--- src/rtl/sync_fifo_rr_drain_if.sv ---
// Consumer-side FIFO bundle plus the downstream valid/ready stream of the round-robin drain.
// master = drain controller, slave = FIFOs and downstream sink.
interface sync_fifo_rr_drain_if #(
   parameter int N_SRC      = 4,
   parameter int DATA_WIDTH = 16
);
   localparam int SRC_W = (N_SRC > 1) ? $clog2(N_SRC) : 1;

   logic [N_SRC-1:0]            fifo_r_en;
   logic [N_SRC*DATA_WIDTH-1:0] fifo_data_out;
   logic [N_SRC-1:0]            fifo_empty;
   logic                        m_valid;
   logic                        m_ready;
   logic [DATA_WIDTH-1:0]       m_data;
   logic [SRC_W-1:0]            m_src;
   logic                        busy;

   modport master (
      output fifo_r_en,
      input  fifo_data_out,
      input  fifo_empty,
      output m_valid,
      input  m_ready,
      output m_data,
      output m_src,
      output busy
   );

   modport slave (
      input  fifo_r_en,
      output fifo_data_out,
      output fifo_empty,
      input  m_valid,
      output m_ready,
      input  m_data,
      input  m_src,
      input  busy
   );
endinterface

--- src/rtl/sync_fifo_rr_drain.sv ---
// Round-robin drain of N synchronous FIFOs into a 4-entry buffer feeding a valid/ready stream.
// Optional burst grants per source are enabled with SYNC_FIFO_RR_DRAIN_BURST_EN.
module sync_fifo_rr_drain #(
   parameter int N_SRC      = 4,
   parameter int DATA_WIDTH = 16,
   parameter int BURST_LEN  = 4
) (
   input logic clk,
   input logic rst_n,
   sync_fifo_rr_drain_if.master bus
);
   localparam int SRC_W = (N_SRC > 1) ? $clog2(N_SRC) : 1;

   if (N_SRC < 2 || N_SRC > 16 || BURST_LEN < 1 || BURST_LEN > 16) begin : g_cfg_check
      $error("sync_fifo_rr_drain: N_SRC must be 2..16 and BURST_LEN 1..16");
   end

   logic [SRC_W-1:0]      ptr;
   logic [SRC_W-1:0]      cand;
   logic                  cand_ok;
   logic [SRC_W-1:0]      idx;
   logic                  credit_ok;
   logic                  issue;
   logic [N_SRC-1:0]      r_en;
   logic [SRC_W-1:0]      cand_next;

   logic                  inflight;
   logic [SRC_W-1:0]      tag;
   logic [DATA_WIDTH-1:0] cap_word;

   logic [DATA_WIDTH-1:0] ob_data [4];
   logic [SRC_W-1:0]      ob_src  [4];
   logic [1:0]            wr_ptr;
   logic [1:0]            rd_ptr;
   logic [2:0]            count;
   logic                  pop;

   // Descending scan so the lowest circular offset from ptr wins.
   always_comb begin
      cand    = '0;
      cand_ok = 1'b0;
      idx     = '0;
      for (int k = N_SRC - 1; k >= 0; k--) begin
         idx = SRC_W'((int'(ptr) + k) % N_SRC);
         if (!bus.fifo_empty[idx]) begin
            cand    = idx;
            cand_ok = 1'b1;
         end
      end
   end

   // Credits count buffered words plus the read still in flight; a pop this cycle frees nothing.
   assign credit_ok = (({1'b0, count} + {3'b000, inflight}) < 4'd4);
   assign issue     = rst_n && cand_ok && credit_ok;
   assign cand_next = (cand == SRC_W'(N_SRC - 1)) ? '0 : cand + 1'b1;

   always_comb begin
      r_en = '0;
      if (issue) r_en[cand] = 1'b1;
   end

   assign bus.fifo_r_en = r_en;

`ifdef SYNC_FIFO_RR_DRAIN_BURST_EN
   localparam int BW = $clog2(BURST_LEN + 1);

   logic [BW-1:0] burst_cnt;
   logic [BW-1:0] burst_next;

   // A grant away from ptr starts a fresh burst on the new source.
   always_comb begin
      burst_next = BW'(1);
      if (cand == ptr) burst_next = burst_cnt + BW'(1);
   end

   always_ff @(posedge clk) begin
      if (!rst_n) begin
         ptr       <= '0;
         burst_cnt <= '0;
      end else if (issue) begin
         if (burst_next >= BW'(BURST_LEN)) begin
            ptr       <= cand_next;
            burst_cnt <= '0;
         end else begin
            ptr       <= cand;
            burst_cnt <= burst_next;
         end
      end
   end
`else
   always_ff @(posedge clk) begin
      if (!rst_n) begin
         ptr <= '0;
      end else if (issue) begin
         ptr <= cand_next;
      end
   end
`endif

   always_ff @(posedge clk) begin
      if (!rst_n) begin
         inflight <= 1'b0;
         tag      <= '0;
      end else begin
         inflight <= issue;
         if (issue) tag <= cand;
      end
   end

   assign cap_word = bus.fifo_data_out[int'(tag)*DATA_WIDTH +: DATA_WIDTH];
   assign pop      = (count != 3'd0) && bus.m_ready;

   // Output buffer: capture the word returned one cycle after its read, pop on handshake.
   always_ff @(posedge clk) begin
      if (!rst_n) begin
         for (int e = 0; e < 4; e++) begin
            ob_data[e] <= '0;
            ob_src[e]  <= '0;
         end
         wr_ptr <= '0;
         rd_ptr <= '0;
         count  <= '0;
      end else begin
         if (inflight) begin
            ob_data[wr_ptr] <= cap_word;
            ob_src[wr_ptr]  <= tag;
            wr_ptr          <= wr_ptr + 2'd1;
         end
         if (pop) rd_ptr <= rd_ptr + 2'd1;
         case ({inflight, pop})
            2'b10:   count <= count + 3'd1;
            2'b01:   count <= count - 3'd1;
            default: count <= count;
         endcase
      end
   end

   assign bus.m_valid = (count != 3'd0);
   assign bus.m_data  = ob_data[rd_ptr];
   assign bus.m_src   = ob_src[rd_ptr];
   assign bus.busy    = (count != 3'd0) || inflight;

endmodule

--- src/flat_wrapper.sv ---
// flat-port wrapper written by rule: the top's interface ports become plain ports
module sync_fifo_rr_drain_flat 
#(
   parameter int N_SRC      = 4,
   parameter int DATA_WIDTH = 16,
   parameter int BURST_LEN  = 4
)
  (clk, rst_n, bus_fifo_r_en, bus_fifo_data_out, bus_fifo_empty, bus_m_valid, bus_m_ready, bus_m_data, bus_m_src, bus_busy);
  sync_fifo_rr_drain_if #(.N_SRC(N_SRC), .DATA_WIDTH(DATA_WIDTH)) bus_i ();
  input logic clk;
  input logic rst_n;
  output wire logic [$bits(bus_i.fifo_r_en)-1:0] bus_fifo_r_en;
  input wire logic [$bits(bus_i.fifo_data_out)-1:0] bus_fifo_data_out;
  input wire logic [$bits(bus_i.fifo_empty)-1:0] bus_fifo_empty;
  output wire logic [$bits(bus_i.m_valid)-1:0] bus_m_valid;
  input wire logic [$bits(bus_i.m_ready)-1:0] bus_m_ready;
  output wire logic [$bits(bus_i.m_data)-1:0] bus_m_data;
  output wire logic [$bits(bus_i.m_src)-1:0] bus_m_src;
  output wire logic [$bits(bus_i.busy)-1:0] bus_busy;
  assign bus_fifo_r_en = bus_i.fifo_r_en;
  assign bus_i.fifo_data_out = bus_fifo_data_out;
  assign bus_i.fifo_empty = bus_fifo_empty;
  assign bus_m_valid = bus_i.m_valid;
  assign bus_i.m_ready = bus_m_ready;
  assign bus_m_data = bus_i.m_data;
  assign bus_m_src = bus_i.m_src;
  assign bus_busy = bus_i.busy;
  sync_fifo_rr_drain #(.N_SRC(N_SRC), .DATA_WIDTH(DATA_WIDTH), .BURST_LEN(BURST_LEN)) u_core (.clk(clk), .rst_n(rst_n), .bus(bus_i));
endmodule
--- config.mk ---
export PLATFORM = sky130hd
export DESIGN_NAME = sync_fifo_rr_drain_flat
export DESIGN_NICKNAME = d
export VERILOG_FILES = /design/src/rtl/sync_fifo_rr_drain_if.sv /design/src/rtl/sync_fifo_rr_drain.sv /design/src/flat_wrapper.sv
export SDC_FILE = /design/constraint.sdc
export NUM_CORES = 1
export LEC_CHECK = 0
export CORE_ASPECT_RATIO = 1.25
export CORE_MARGIN = 1.5
export CORE_UTILIZATION = 51
export DETAILED_ROUTE_END_ITERATION = 8
export HOLD_SLACK_MARGIN = 0.03
export PLACE_DENSITY = 0.92
export SYNTH_ARGS = -nofsm -noshare
export SYNTH_HDL_FRONTEND = slang
export SYNTH_SLANG_ARGS = --single-unit
--- constraint.sdc ---
create_clock -name clk -period 3 [get_ports clk]
set_input_delay 0.6 -clock clk [delete_from_list [all_inputs] [get_ports clk]]
set_output_delay 0.6 -clock clk [all_outputs]
set_load 0.005 [all_outputs]
==> key figures <==
Status
  • Outcome: finished, violations left
  • Failing checks: design-rule violations

Synthesis
  • Gate count after technology mapping: 285
  • Part of the Yosys area used for sequential elements: 56.9%
  • Area leader, netlist: edfxtp_1
  • Syn Std Cell Area: approximately 4300 sq um
  • Syn_nets: 362
  • Yosys cell types: 35
  • Synth Warn #: 0
  • Share of the synthesized area in the top cell type: between 50% and 60%
  • Syn avg cell area: 15.1 sq um
  • Top cells by area, synth: edfxtp_1 (50%), mux4_2 (18%), and2_1 (9.6%)
  • #FFs+latches synth: 86

Finish
  • Layout Utilization: 68.3%
  • Share of cells above drive strength 1: between 10% and 20%
  • Final nets: 467
  • Sequential Area: ~2400 sq um
  • Area of the multi-input gates: between 1500 and 2000 sq um
  • Fillers: around 530
  • Most frequent cells in the layout: clkdlybuf4s50_1 (89), edfxtp_1 (72), and2_1 (65)
  • Commonest non-fill, non-tap cell in the layout: clkdlybuf4s50_1
  • Area Growth Syn to Fin: 30.5%
  • # diodes: 0

STA
  • Total negative slack: 0 ns
  • Slew @ Worst Pin: 1.11 ns
  • RSZ-0062 raised after global routing: no
  • Crit share post-route: between 90% and 100%
  • Fin. max-slew vios: 0
  • Crit path time final: 2.91 ns
  • Max-slew headroom: 25.7%
  • Final setup fails: 0
  • Hold Vio Cnt, Final: 0
  • Clk_skew: 0.00509 ns
  • FMAX: between 300 and 400 MHz

Worst setup path
  • Worst r2r dst: u_core.count[2]$_SDFFE_PN0P_
  • FF-to-FF path depth: 7
  • Required @ worst endpoint: 2.40 ns
  • Critical path type: in -> out
  • Critical path data arrival time: 2.31 ns
  • CP max FO: 4
  • Endpoint type of the worst setup path: output port
  • Setup slack, reg-to-reg: 0.98 ns
  • Startpoint types: input pin
  • Critical R2R Launch: u_core.count[0]$_SDFFE_PN0P_

CTS
  • Clock Sinks: 86
  • Hold-fix buffers, CTS: 0
  • CTS H-tree lvls: 3
  • Clk Latency, worst-skew pair: 0.35 ns
  • Clock Tree Buf Depth: 2
  • TritonCTS Buffers: 9
  • CTS tree: built
  • Clk slew on worst S/H paths: around 0.08 ns
  • Root buffer cell: clkbuf_8

Run
  • Max-cap violations: 0

Detailed routing
  • WL/cell: 19.1 um
  • Via density: 5.63
  • 1st-iter DRT viols: 191
  • Pre-antenna DRT Iters: 7
  • Via count: 2,772
  • Routed WL: ~9400 um
  • Final ANT Viol Nets: 0
  • DRC errors left: 2

Worst hold path
  • Hold Path End: u_core.count[2]$_SDFFE_PN0P_
  • Hold crit path type: reg -> reg
  • Hold path start: u_core.count[2]$_SDFFE_PN0P_
  • Hold Path Cell Cnt: 2

GRT
  • Initial antenna violation count: 0
  • Global-route wire length before repair: between 10,000 and 15,000 um
  • Total gr overflow: 0
  • GRT Total Usage: 22.2%
  • Vias in the first global route: 3,055
  • Pin count of the biggest net entering global routing: 21

Floorplanning
  • Die footprint: around 9000 sq um
  • Core Rows: 37
  • Core area: about 8200 sq um
  • Die Ht: 106 um
  • # IOs: 95
  • DIE WIDTH: 85.0 um
  • Initial Utilization: 52.4%

Power
  • Leak: 2.07 nW
  • Max IR drop VDD: 0.465 mV
  • Pwr dens: 695 nW/um^2
  • Total power draw: 3.89 mW

Place
  • Final GP Congestion: 0.754
  • Port Buffers: between 90 and 100
  • Dpl hpwl: 6370 um
==> through the flow <==
stage,instances,worst slack (ns),hold slack [ns],area [sq um]
global placement,476,-0.112,0.489,5380
finish,492,0.0899,0.526,5600
CTS,492,0.0482,0.525,5590
detailed placement,476,-0.153,0.506,5380
global route,492,0.00844,0.560,5600
floorplan,285,0.668,0.463,4290
==> cells by family after synthesis <==
| logic type | Yosys count | share of synthesized area (%) |
|---|---|---|
| AOI/OAI and AO/OA | 15 | 2.19 |
| xor gates and xnor gates | 6 | 1.23 |
| adders and majority gates | 6 | 1.92 |
| buffers and inverters | 23 | 2.80 |
| DFF | 86 | 56.9 |
| muxes | 34 | 17.8 |
| and+or+nand+nor | 115 | 17.1 |
==> state kept, by name (all words and copies together) (netlist names), named ones only <==
register / cells
u_core.wr_ptr: 2
u_core.inflight: 1
u_core.ptr: 2
u_core.tag: 2
u_core.ob_src: 8
u_core.ob_data: 64
u_core.rd_ptr: 2
u_core.count: 3
==> timing repair <==
action	CTS	global route
gates resized for setup	8	4
endpoints found under the setup margin	4	2
buffers inserted	0	0
pin swaps	0	1
==> worst max path at each step <==
stage,start,endpoint,slack [ns]
finish,bus_fifo_empty[1],bus_fifo_r_en[2],0.09
global route,bus_fifo_empty[1],bus_fifo_r_en[2],0.008
global placement,bus_fifo_empty[2],bus_fifo_r_en[1],-0.11
floorplan,u_core.wr_ptr[1]$_SDFFE_PN0P_,u_core.ob_data[2][0]$_SDFFCE_PN0P_,0.67
detailed placement,bus_fifo_empty[2],bus_fifo_r_en[3],-0.15
CTS,bus_fifo_empty[2],bus_fifo_r_en[0],0.05
==> where the power goes <==
part	switching [mW]	leakage (nW)	internal, mW	total [mW]
Combinational	0.609	1.11	0.843	1.45
Clock	0.422	0.0964	0.388	0.809
Sequential	0.121	0.863	1.51	1.63
==> cell usage after synthesis <==
| cell | n |
|---|---|
| or3b_1 | 1 |
| xnor2_1 | 3 |
| nand4_1 | 1 |
| edfxtp_1 | 72 |
| and2_1 | 66 |
| clkbuf_1 | 4 |
| mux4_2 | 34 |
| nor3_4 | 1 |
| nand2_1 | 10 |
| or3_1 | 2 |
| nand2_4 | 2 |
| a31o_1 | 2 |
| dfxtp_1 | 14 |
| buf_4 | 3 |
| nand3_1 | 4 |
| nor3b_4 | 2 |
| o221ai_1 | 1 |
| a21oi_1 | 2 |
| inv_2 | 1 |
| ha_1 | 5 |
| a21boi_1 | 1 |
| inv_1 | 7 |
| nor2_1 | 2 |
| o21ai_1 | 3 |
| nor2b_1 | 17 |
| and3_1 | 2 |
| and2b_1 | 1 |
| buf_6 | 2 |
| xor2_1 | 3 |
| buf_2 | 6 |
| o22ai_1 | 1 |
| o31a_1 | 1 |
| fa_1 | 1 |
| nand2b_1 | 4 |
| o21ai_0 | 4 |
==> cell type report <==
cell class / instances / share of cell area, %
Sequential cell: 86 / 43.6
Multi-Input combinational cell: 176 / 31.4
Timing Repair Buffer: 109 / 18.8
Clock buffer: 9 / 2.21
Tap cell: 97 / 2.17
Clock inverter: 7 / 1.32
Inverter: 8 / 0.536
==> critical path: stages <==
cell and delay, ns:
clkdlybuf4s50_1 0.46, buf_4 0.16, nor2b_1 0.15, o22ai_2 0.28, inv_2 0.08, ha_1 0.18, and2_1 0.13, dlygate4sd2_1 0.26
==> routing by layer <==
metal	routed length (um)	share of wire, %	global-route usage [%]
met3	540	5.7	5.87
met4	321	3.4	10.9
met2	5130	55	38.8
met5	0	0	0
met1	3410	36	25.0
No activity file was read; power rests on OpenSTA's default activity.
